===== src/rtl/seq_sort_engine.sv =====
// seq_sort_engine
//   Sequential sorter for N unsigned W-bit elements using odd-even
//   transposition: one compare/swap phase per clock, N phases per sort.
//   Sorting is stable (equal elements never swap). Swap count is reported
//   alongside the result and equals the inversion count of the input.
//
// Ports
//   clk        rising-edge clock
//   nrst       asynchronous active-low reset
//   start      load din/desc and begin a sort (accepted only when idle)
//   desc       0 = ascending, 1 = descending; sampled with start
//   din        N packed elements, element k = din[k*W +: W]
//   in_ready   engine idle, start will be accepted
//   out_valid  dout/swap_cnt hold a finished result
//   out_ready  consumer accepts the result (sampled only while holding)
//   dout       sorted elements, same packing as din
//   swap_cnt   number of swaps performed for this result
module seq_sort_engine #(
  parameter int N = 4,
  parameter int W = 4,
  localparam int CW = $clog2(N*(N-1)/2+1)
) (
  input  logic           clk,
  input  logic           nrst,
  input  logic           start,
  input  logic           desc,
  input  logic [N*W-1:0] din,
  output logic           in_ready,
  output logic           out_valid,
  input  logic           out_ready,
  output logic [N*W-1:0] dout,
  output logic [CW-1:0]  swap_cnt
);

  localparam int PW = $clog2(N);

  typedef enum logic [1:0] {
    IDLE = 2'd0,
    SORT = 2'd1,
    HOLD = 2'd2
  } state_t;

  state_t               state_q;
  logic [N-1:0][W-1:0]  buf_q;
  logic [N-1:0][W-1:0]  buf_nxt;
  logic [PW-1:0]        phase_q;
  logic                 mode_q;
  logic [CW-1:0]        cnt_q;
  logic [CW-1:0]        nswap;

  // One transposition phase. Pairs start at even indices on even phases and
  // at odd indices on odd phases; pairs of the same parity never overlap, so
  // all comparisons in a phase read the registered buffer independently.
  always_comb begin
    buf_nxt = buf_q;
    nswap   = '0;
    for (int unsigned k = 0; k + 1 < N; k++) begin
      if (k[0] == phase_q[0]) begin
        if (mode_q ? (buf_q[k] < buf_q[k+1]) : (buf_q[k] > buf_q[k+1])) begin
          buf_nxt[k]   = buf_q[k+1];
          buf_nxt[k+1] = buf_q[k];
          nswap        = nswap + CW'(1);
        end
      end
    end
  end

  always_ff @(posedge clk or negedge nrst) begin
    if (!nrst) begin
      state_q <= IDLE;
      buf_q   <= '0;
      phase_q <= '0;
      mode_q  <= 1'b0;
      cnt_q   <= '0;
    end else begin
      case (state_q)
        IDLE: begin
          if (start) begin
            buf_q   <= din;
            mode_q  <= desc;
            phase_q <= '0;
            cnt_q   <= '0;
            state_q <= SORT;
          end
        end
        SORT: begin
          buf_q   <= buf_nxt;
          cnt_q   <= cnt_q + nswap;
          phase_q <= phase_q + PW'(1);
          if (phase_q == PW'(N-1))
            state_q <= HOLD;
        end
        HOLD: begin
          if (out_ready)
            state_q <= IDLE;
        end
        default: state_q <= IDLE;
      endcase
    end
  end

  assign in_ready  = (state_q == IDLE);
  assign out_valid = (state_q == HOLD);
  assign dout      = buf_q;
  assign swap_cnt  = cnt_q;

endmodule


===== config.mk =====
export PLATFORM = sky130hd
export DESIGN_NAME = seq_sort_engine
export DESIGN_NICKNAME = d
export VERILOG_FILES = /design/src/rtl/seq_sort_engine.sv
export SDC_FILE = /design/constraint.sdc
export NUM_CORES = 1
export LEC_CHECK = 0
export ABC_CLOCK_PERIOD_IN_PS = 4650
export CAP_MARGIN = 15
export CORE_MARGIN = 5
export CORE_UTILIZATION = 40
export CTS_BUF_LIST = sky130_fd_sc_hd__clkbuf_16
export DETAILED_ROUTE_END_ITERATION = 16
export GPL_TIMING_DRIVEN = 0
export HOLD_SLACK_MARGIN = 0.05
export PLACE_DENSITY = 0.77
export REMOVE_ABC_BUFFERS = 1
export SLEW_MARGIN = 20
export SYNTH_ARGS = -nofsm -noshare
export SYNTH_HDL_FRONTEND = slang
export SYNTH_SLANG_ARGS = --single-unit

===== constraint.sdc =====
create_clock -name clk -period 4.65 [get_ports clk]
set_input_delay 0.93 -clock clk [delete_from_list [all_inputs] [get_ports clk]]
set_output_delay 0.93 -clock clk [all_outputs]
set_load 0.05 [all_outputs]

Yosys cells after proc, flatten, opt, wreduce, memory -nomap -nowiden

Index checks and enable logic that the tools add are counted.

Order comparisons: 6
Reductions and logical operators: 7
$add $sub $neg: 4
Mux-type cells: 25
Eq/ne operators: 9

Operator list:

| cell                                                             | count |
|---|---|
| 8-bit 2-to-1 mux                                                 | 6 |
| 16-bit case mux with 2 select lines                              | 1 |
| 3-bit 2-to-1 mux                                                 | 6 |
| 16-bit 2-to-1 mux                                                | 1 |
| 4-bit > comparator                                               | 3 |
| 4-bit less-than comparator                                       | 3 |
| 2-bit != test (second input constant)                            | 5 |
| 2-bit 2-to-1 mux                                                 | 4 |
| 4-bit AND reduction                                              | 2 |
| 3-bit by 1-bit adder with 3-bit output (second input constant)   | 2 |
| 2-bit case mux with 3 select lines                               | 1 |
| 3-bit case mux with 2 select lines                               | 1 |
| 2-bit == test (second input constant)                            | 2 |
| 1-bit 2-to-1 mux                                                 | 4 |
| 2-bit case mux with 2 select lines                               | 1 |
| 2-bit AND reduction                                              | 2 |
| 3-bit adder                                                      | 1 |
| 3-bit AND reduction                                              | 1 |
| 2-bit by 1-bit adder with 2-bit output (second input constant)   | 1 |
| 2-bit by 1-bit == test with 1-bit output (second input constant) | 1 |
| 2-bit logical NOT                                                | 1 |
| 2-bit by 1-bit != test with 1-bit output (second input constant) | 1 |
| 2-bit nonzero test                                               | 1 |

Logic and storage cells: 59
Bits of input ports: 21
Bits in registers: 24

Longest topological paths before layout

Depth after elaboration: 12
Gate-level depth with buffers: 13
Gate-level depth less buffers: 13

Least setup slack after synthesis

Ideal clock, no wire load.

Path type: reg-to-reg
From: reg buf_q (netlist bit dout[8])
To: reg cnt_q[2], in the netlist swap_cnt[2]
Stages on the path, launching flop included: 13
Arrival: 2,738 ps
Path buffers: 0
Period minus slack after synthesis: 2,859 ps
Slack: 1,791 ps
Setup time: 121 ps
Cells stage by stage: dfrtp_1 inv_1 ha_1 and4_1 a211o_1 and2_1 xor2_1 o21ai_1 ha_1 fa_1 nand2_1 xor2_1 nor2_1

Word-level cells in the longest chain between the ends: 9

Ends and longest elaborated chain:

| element                                                                 | line | source |
|---|---|---|
| start, declared                                                         | 44   | `logic [N-1:0][W-1:0] buf_q;` |
| start signal, assigned                                                  | 79   | `buf_q <= din;` |
| start signal, assigned                                                  | 87   | `buf_q <= buf_nxt;` |
| 4-bit > comparator / 4-bit less-than comparator (equally long branches) | 59   | `if (mode_q ? (buf_q[k] < buf_q[k+1]) : (buf_q[k] > buf_q[k+1])) begin` |
| 1-bit 2-to-1 mux                                                        | 59   |  |
| 3-bit 2-to-1 mux                                                        | 59   |  |
| 3-bit 2-to-1 mux                                                        | 58   | `if (k[0] == phase_q[0]) begin` |
| 3-bit by 1-bit adder with 3-bit output                                  | 62   | `nswap = nswap + CW'(1);` |
| 3-bit 2-to-1 mux                                                        | 59   |  |
| 3-bit 2-to-1 mux (*)                                                    | 58   |  |
| 3-bit adder (*)                                                         | 88   | `cnt_q <= cnt_q + nswap;` |
| 3-bit case mux with 2 select lines (*)                                  | 76   | `case (state_q)` |
| end signal, assigned                                                    | 88   |  |
| end, declared                                                           | 48   | `logic [CW-1:0] cnt_q;` |

Mark *: on every way between the ends. The rest lies on a longest branch, timed or not.
A chain may end at the register's enable or synchronous reset.

Worst setup path in the final report

Same ends and word-level chain as after synthesis.

==> out/metrics.cfg <==
[clock_tree]
cts_buffers=3
worstSkewPairLatency_ns=0.26
root_buffer=clkbuf_16
cts_hold_buf=0
ctsLongestPathBuffers=2
ctsHtreeMaxLevel=1
cts_tree=yes
cts.sinks=24
post_cts_resized=0
postCtsSetupBuffers=0
clkTransAtPathRegs_ns=0.06

[setup_path]
worstPathMaxFanout=6
crit_path_max_incr_delay_ns=0.45
critical_path_buf_inv_count=1
critPathSlowestCell=dfrtp_1
startpoint_type=flop
endpoint_kind=flop
crit_type=flop to flop
crit_family=adder cells
critPathRequiredTime_ns=4.79
crit_chain=inv_1 -> ha_1 -> and4_1 -> a211o_1 -> and2_1 -> xor2_1 -> o21ai_1 -> ha_1 -> fa_1 -> nand2_1 -> xor2_1 -> nor2_1
arrival_ns=2.88

[final_layout]
area_growth_pct=29.42
diodes=0
drive_gt1_share_pct=9.050
nets=259

[timing]
period_needed_ns=2.741
setup_viol=0
max_clock_freq_mhz=364.9
hold_viol_final=0
final.setup.worst_slack_ns=1.909
maxSlewHeadroom_pct=35.86
rsz0062_at_grt=false
fin_crit_sh_pct=58.94
tns_ns=0
fin_skew_ns=0.005510
worst_slew_pin_slew_ns=0.9602
drv_slew=0

[detailed_routing]
routed_wirelength_mm=4.256
final_antenna_net_count=0
drcViolationCount=0
dr.pass1.iters=4
num_vias=1507
routedWlPerCell_um=15.70
routed_via_density=5.561
drt_iter0_drc=56

[synthesis]
ys_dominant_reg_cell=dfrtp_1
syn_area_mm2=0.001718
ys_async_sr_fraction_pct=100.0
ys_ff_latch=24
muxShareOfSynthArea_pct=4.953
ys_warn_count=0
ys_seq_area_share_pct=34.96
synth.avg_cell_area_um2=9.336
synth_top_family_by_area=compound AO/OA/AOI/OAI gates
synthAdderAreaFrac_pct=11.36
synthCells=184
yosysTopAreaCellShare_pct=34.96
synth_cell_types=44
synth_compound_area_share_pct=26.51
synthTopCellsByArea=dfrtp_1, ha_1, nand2_1
synth_area_leader_cell=dfrtp_1
synth_edf_count=0
synth_xor_area_share_pct=1.020
synthSimpleGateAreaFrac_pct=14.86

[global_routing]
grt_pass1_vias=1519
grt_max_degree=32
grt_pass1_wl_mm=7.024
antenna_found_initial=0
grt_use_total_pct=16.14
overflow=0

[run_status]
status=complete, no violations

[die]
start_util_pct=42.04
num_io_pins=42
die_w_um=75.54
die_h_um=75.54
fp-row-count=23
placeableCoreArea_mm2=0.004086
dieArea_mm2=0.005706

[placed_design]
gp_congestion=0.8423
place_hpwl_mm=3.206
dp_slack_ns=1.647
io_buffers=41

[hold_path]
hold_path.class=flop to flop

[flow_run]
cap_viol_max_count=0

[flip-flops by register name, summed over array words and instances (netlist names)]
register / flops
dout: 16
swap_cnt: 3
state_q: 2
mode_q: 1
phase_q: 2
[layout make-up]
| class | count | area, µm² |
|---|---|---|
| fill | 395 | 1863 |
| timing repair buffer | 42 | 420.4 |
| clock buffer | 3 | 75.07 |
| sequential | 24 | 600.6 |
| tap | 50 | 62.56 |
| inverter | 15 | 56.30 |
| multi-input combinational | 137 | 1008 |
[path summary, 6_finish.rpt]
check / start / end / slack, ns / depth (start not counted)
min reg2reg: phase_q[1] / phase_q[1] / 0.54 / 2
max in group asynchronous: nrst / dout[2] / 3.61 / 1
max reg2reg: dout[8] / swap_cnt[2] / 1.91 / 12
min: phase_q[1] / phase_q[1] / 0.54 / 2
max: dout[8] / swap_cnt[2] / 1.91 / 12
min in group asynchronous: nrst / dout[9] / 0.66 / 1
[synth_stat cells, types with 3 or more instances]
cell and n:
a211o_1 3, a21oi_1 12, a21oi_2 3, a22oi_1 8, buf_2 3, dfrtp_1 24
ha_1 14, inv_1 15, mux2i_1 7, nand2_1 28, nand3_1 4, nor2b_1 3
o211ai_1 4, o21ai_0 4, o21ai_1 5, o31ai_1 9
[cell families after synthesis]
kind of cell             after synthesis
flip-flops                            24
XOR/XNOR                               2
buffers and inverters                 23
multiplexers                           8
AND/OR/NAND/NOR                       51
AO/OA/AOI/OAI                         61
adder cells (fa/ha/maj)               15
[worst min-delay path, delay by kind of cell, from the launching register on]
kind	cells	cell delay (ns)
and+or+nand+nor	1	0.06
DFF	1	0.38
AOI/OAI and AO/OA	1	0.06
[cell usage in the layout (no fill, tap or decap), types with 2 or more instances in the layout]
master,instances
a211o_1,3
a21oi_1,12
a21oi_2,3
a221o_1,2
a22oi_1,8
and2_1,2
and4_1,2
clkbuf_16,3
clkdlybuf4s50_1,40
dfrtp_1,24
ha_1,14
inv_1,15
mux2i_1,7
nand2_1,28
nand2b_1,2
nand3_1,4
nor2_1,2
nor2b_1,3
nor2b_2,2
o211ai_1,4
o211ai_2,2
o21ai_0,4
o21ai_1,5
o31ai_1,9
xor2_1,2
[metrics by stage]
| step | utilization, % | instances | cell area (µm²) | hold slack, ns |
|---|---|---|---|---|
| final | 54.41 | 271 | 2223 | 0.5436 |
| after global routing | 54.41 | 271 | 2223 | 0.5767 |
| after CTS | 54.16 | 270 | 2213 | 0.5428 |
| after detailed placement | 52.33 | 267 | 2138 | 0.5317 |
| after global placement | 52.33 | 267 | 2138 | 0.5195 |
| after floorplan | - | 176 | 1665 | 0.5073 |
[layer usage]
layer / GRT usage, % / share of wire [%]
met1: 20.84 / 45
met2: 27.52 / 49
met3: 3.562 / 5.8
met4: 3.883 / 0.75
met5: 0 / 0
Power is not shown: default switching activity piles up to over one toggle a cycle in this logic, so the estimate is an artifact.
